[src/rtl/pixel_stream_framer.sv]
// Source-side framer: pulls raw pixels from a ready/valid source and emits them
// with column / light-field marker strobes, inserting a programmable gap between columns.
module pixel_stream_framer #(
    parameter int PIXEL_W = 24,
    parameter int ROWS    = 64,
    parameter int COLS    = 64
) (
    input  logic               clk,
    input  logic               reset_n,
    input  logic               start,
    input  logic [7:0]         gap_cycles,
    input  logic [PIXEL_W-1:0] src_data,
    input  logic               src_valid,
    output logic               src_ready,
    output logic [PIXEL_W-1:0] pixel_out,
    output logic               pixel_valid_out,
    output logic               soc_out,
    output logic               eoc_out,
    output logic               solf_out,
    output logic               eolf_out,
    output logic               busy,
    output logic               done
);

    localparam int RW = (ROWS > 1) ? $clog2(ROWS) : 1;
    localparam int CW = (COLS > 1) ? $clog2(COLS) : 1;
    localparam logic [RW-1:0] ROW_LAST = RW'(ROWS - 1);
    localparam logic [CW-1:0] COL_LAST = CW'(COLS - 1);

    typedef enum logic [1:0] {
        IDLE,
        STREAM,
        GAP,
        DONE
    } state_t;

    state_t        state;
    state_t        state_next;
    logic [RW-1:0] row_cnt;
    logic [CW-1:0] col_cnt;
    logic [7:0]    gap_reg;
    logic [7:0]    gap_cnt;
    logic          xfer;
    logic          row_last;
    logic          col_last;

    // src_ready depends on state only, so there is no combinational path from src_valid.
    assign src_ready = (state == STREAM);
    assign xfer      = src_valid & src_ready;
    assign row_last  = (row_cnt == ROW_LAST);
    assign col_last  = (col_cnt == COL_LAST);

    always_comb begin
        state_next = state;
        unique case (state)
            IDLE: begin
                if (start) state_next = STREAM;
            end
            STREAM: begin
                if (xfer && row_last) begin
                    if (col_last)            state_next = DONE;
                    else if (gap_reg != 8'd0) state_next = GAP;
                end
            end
            GAP: begin
                if (gap_cnt == 8'd1) state_next = STREAM;
            end
            DONE: begin
                state_next = IDLE;
            end
            default: state_next = IDLE;
        endcase
    end

    always_ff @(posedge clk or negedge reset_n) begin
        if (!reset_n) state <= IDLE;
        else          state <= state_next;
    end

    always_ff @(posedge clk or negedge reset_n) begin
        if (!reset_n) begin
            row_cnt <= '0;
            col_cnt <= '0;
            gap_reg <= 8'd0;
            gap_cnt <= 8'd0;
        end else begin
            unique case (state)
                IDLE: begin
                    if (start) begin
                        gap_reg <= gap_cycles;
                        row_cnt <= '0;
                        col_cnt <= '0;
                    end
                end
                STREAM: begin
                    if (xfer) begin
                        if (row_last) begin
                            row_cnt <= '0;
                            col_cnt <= col_last ? '0 : col_cnt + 1'b1;
                            gap_cnt <= gap_reg;
                        end else begin
                            row_cnt <= row_cnt + 1'b1;
                        end
                    end
                end
                GAP: begin
                    gap_cnt <= gap_cnt - 8'd1;
                end
                default: ;
            endcase
        end
    end

    // Strobes are qualified by xfer, so they can never appear on an invalid cycle.
    always_ff @(posedge clk or negedge reset_n) begin
        if (!reset_n) begin
            pixel_out       <= '0;
            pixel_valid_out <= 1'b0;
            soc_out         <= 1'b0;
            eoc_out         <= 1'b0;
            solf_out        <= 1'b0;
            eolf_out        <= 1'b0;
            busy            <= 1'b0;
            done            <= 1'b0;
        end else begin
            pixel_out       <= xfer ? src_data : '0;
            pixel_valid_out <= xfer;
            soc_out         <= xfer && (row_cnt == '0);
            eoc_out         <= xfer && row_last;
            solf_out        <= xfer && (row_cnt == '0) && (col_cnt == '0);
            eolf_out        <= xfer && row_last && col_last;
            busy            <= (state_next != IDLE);
            done            <= (state == DONE);
        end
    end

endmodule

[config.mk]
export PLATFORM = sky130hd
export DESIGN_NAME = pixel_stream_framer
export DESIGN_NICKNAME = d
export VERILOG_FILES = /design/src/rtl/pixel_stream_framer.sv
export SDC_FILE = /design/constraint.sdc
export NUM_CORES = 1
export LEC_CHECK = 0
export BUFFER_PORTS_ARGS = -buffer_cell sky130_fd_sc_hd__buf_2
export CORE_ASPECT_RATIO = 0.5
export CORE_UTILIZATION = 47
export CTS_BUF_LIST = sky130_fd_sc_hd__clkbuf_16
export CTS_CLUSTER_SIZE = 8
export DETAILED_ROUTE_END_ITERATION = 8
export PLACE_DENSITY = 0.75
export REMOVE_ABC_BUFFERS = 1
export SLEW_MARGIN = 30
export SYNTH_ARGS = -nofsm -noshare
export SYNTH_HDL_FRONTEND = slang
export SYNTH_SLANG_ARGS = --single-unit
[constraint.sdc]
create_clock -name clk -period 1.71 [get_ports clk]
set_input_delay 0.0855 -clock clk [delete_from_list [all_inputs] [get_ports clk]]
set_output_delay 0.0855 -clock clk [all_outputs]
set_load 0.03 [all_outputs]
==> key figures <==
Status
  • Outcome: completed

Synth
  • EDFF count, synth: 0
  • Primary FF master, synth: dfrtp_1
  • Yosys top cell by area: dfrtp_1
  • Yosys reg bits: 61
  • Ys Warns: 0
  • Post-synthesis sequential area ratio: 0.579
  • Distinct cells, synth: between 40 and 50
  • Synth top area cells: dfrtp_1 58%, and3_1 6.6%, mux2_2 3.4%
  • Synth async-reset ratio: 1.00
  • Post-Syn Instances: roughly 230
  • Post-synthesis cell area: 0.00264 mm2
  • Post-synth top area share: 0.579
  • Mean Syn Cell Area: 11.4 um2

Worst setup path
  • Largest stage delay on the critical path: 440 ps
  • Worst Path Max Fanout: 10
  • Critical path depth: 6
  • Crit path launch type: flip-flop
  • Kind of cell adding the most delay to the critical path: simple AND/OR/NAND/NOR gates
  • CP required: around 1900 ps
  • Worst setup path class: flip-flop to flip-flop
  • CP max-delay cell: or3_4
  • Crit. End Element: flip-flop
  • Worst Path Arrival: about 1900 ps
  • Cells along the critical path: ha_4 -> nand3_4 -> or3_4 -> buf_12 -> o32a_1 -> o221a_2
  • Worst r2r path cells: 6
  • CP bufs+invs: 1

Final layout
  • Area grow syn2layout: 40.5%
  • Fin nets: ~380
  • Fill count: 363
  • Most frequent cells in the layout: 66 x buf_2, 60 x dfrtp_1, 28 x and3_1
  • Fin cells: 414
  • Antenna diode instance count: 0
  • Commonest non-fill, non-tap cell in the layout: buf_2
  • Share of cells above drive strength 1: 0.360
  • Max FFs per register: 24
  • Fin area: approximately 0.0037 mm2

STA
  • Achievable frequency: around 590 MHz
  • Clk_skew: 5.60 ps
  • Final Max Slew Viols: 0
  • Fin crit period: 1690 ps
  • Rel. slew slack: 0.614
  • Slew @ Worst Pin: between 500 and 600 ps
  • TNS Setup: 0 ps
  • Fin. Hold Viols: 0
  • Final setup violation count: 0
  • RSZ-0062 raised after global routing: true
  • Final worst setup slack: 20.6 ps
  • Tcrit/Tclk final: 0.988

Route
  • Routed WL: about 6400 um
  • WL per Instance: 15.4 um
  • Drt pass-1 iters: 4
  • Vias: around 2300
  • DRC viols: 0
  • Antenna-violating nets left: 0
  • DR iter-0 viols: 100
  • Drt via density: 5.48

Clock tree
  • CTS root buf: clkbuf_16
  • TritonCTS clock tree: yes
  • CTS Buf Count: 9
  • CTS Buffer Depth: 2
  • Worst-Skew Late Latency: between 300 and 400 ps
  • Worst-path clk slew: 50 ps
  • Clk sinks: 61
  • H-tree levels: 3

Floorplanning
  • Die area: 0.00593 mm2
  • Core Rows: 18
  • Total core area: 0.00516 mm2
  • DIE HEIGHT: 54.9 um
  • I/O Pins: 68
  • Die extent in x: 108 um
  • Starting Density: 0.511

Global routing
  • Largest net degree at the start of global routing: 27
  • Total congestion overflow: 0
  • Number of global-route vias before repair: 2075
  • Initial antenna violation count: 0
  • First-pass GRT wire length: 9670 um
  • Tot GR Track Use: 0.225

Worst hold path
  • Hold depth: 2
  • Tightest Hold Check Type: input port to flip-flop

Power and ir drop
  • LEAKAGE: 1.86 nW
  • Total power: about 4.3 mW
  • Worst VDD drop: 0.000646 V
  • Power Density: around 1200 mW/mm2

Place
  • Post-Place Cells: 373
  • Dpl ws: -31.0 ps
  • Hpwl dp: between 4000 and 5000 um
  • IO Port Bufs: 67
  • Final RePlAce weighted congestion: 0.935
  • Post-DP Area: 0.00312 mm2

Job
  • Max_cap viols: 0
metrics by stage:
stage | hold slack (ps) | util
4_1_cts | 1.60 | 0.706
3_3_place_gp | 121 | 0.604
3_5_place_dp | 117 | 0.604
6_report | 8.00 | 0.718
2_1_floorplan | -210 | -
5_1_grt | 3.08 | 0.718
what timing repair did:
action,in CTS,in global routing
pin swaps,2,2
endpoints found under the setup margin,2,7
hold endpoints to repair,41,0
hold buffers,19,0
buffers inserted,2,4
resized for setup,6,6
cells by family (layout without fill, tap and decap cells):
logic type,after synthesis,after routing,synth area share
buffers and inverters,20,132,0.0432
adders and majority gates,6,6,0.0285
AOI/OAI and AO/OA,34,34,0.0850
and+or+nand+nor,97,97,0.208
DFF,61,61,0.579
muxes,12,12,0.0494
xor gates and xnor gates,2,2,0.00665
layout make-up:
cell class | count | area, um2 | share of cell area
Sequential cell | 61 | 1530 | 0.413
Multi-Input combinational cell | 151 | 1020 | 0.277
Timing Repair Buffer | 106 | 728 | 0.197
Clock buffer | 9 | 225 | 0.0609
Tap cell | 70 | 87.6 | 0.0237
Clock inverter | 7 | 66.3 | 0.0179
Inverter | 10 | 42.5 | 0.0115
report_power, final:
group | switching (mW) | total (mW) | internal [mW]
registers | 0.186 | 1.82 | 1.63
clock network | 0.623 | 1.74 | 1.12
logic | 0.393 | 0.738 | 0.345
total | 1.20 | 4.30 | 3.10
layer usage:
layer	track usage	vias to the layer above	share of wire
met3	0.0679	4	0.075
met1	0.265	1118	0.41
met5	0	-	0
met2	0.403	108	0.51
met4	0.0913	0	0.0075
li1	-	1038	-
worst paths after layout:
path,start,end,slack [ps]
hold / removal,gap_cycles[1],gap_reg[1],8
max in group asynchronous,reset_n,pixel_out[23],820
hold reg to reg,gap_cnt[5],gap_cnt[5],490
setup / recovery,row_cnt[0],gap_cnt[7],20
setup reg to reg,row_cnt[0],gap_cnt[7],20
min in group asynchronous,reset_n,gap_cnt[7],300
worst reg2reg max path, delay by kind of cell, from the launching register on:
kind,cells,cell delay (ps)
AOI/OAI and AO/OA,2,300
DFF,1,400
buffers and inverters,1,160
adders and majority gates,1,190
and+or+nand+nor,2,530
cell usage after synthesis, types with 3 or more instances:
cell type,n
ha_1,6
buf_6,4
a21oi_1,5
nor2_1,12
and3_1,28
mux2_2,8
mux2i_1,4
nand2b_1,5
nand2_1,19
nor3_1,5
o21ai_0,11
nor4_1,5
dfrtp_1,61
buf_2,3
clkbuf_1,3
nand3_1,9
inv_1,9
No activity file was read; power rests on OpenSTA's default activity.
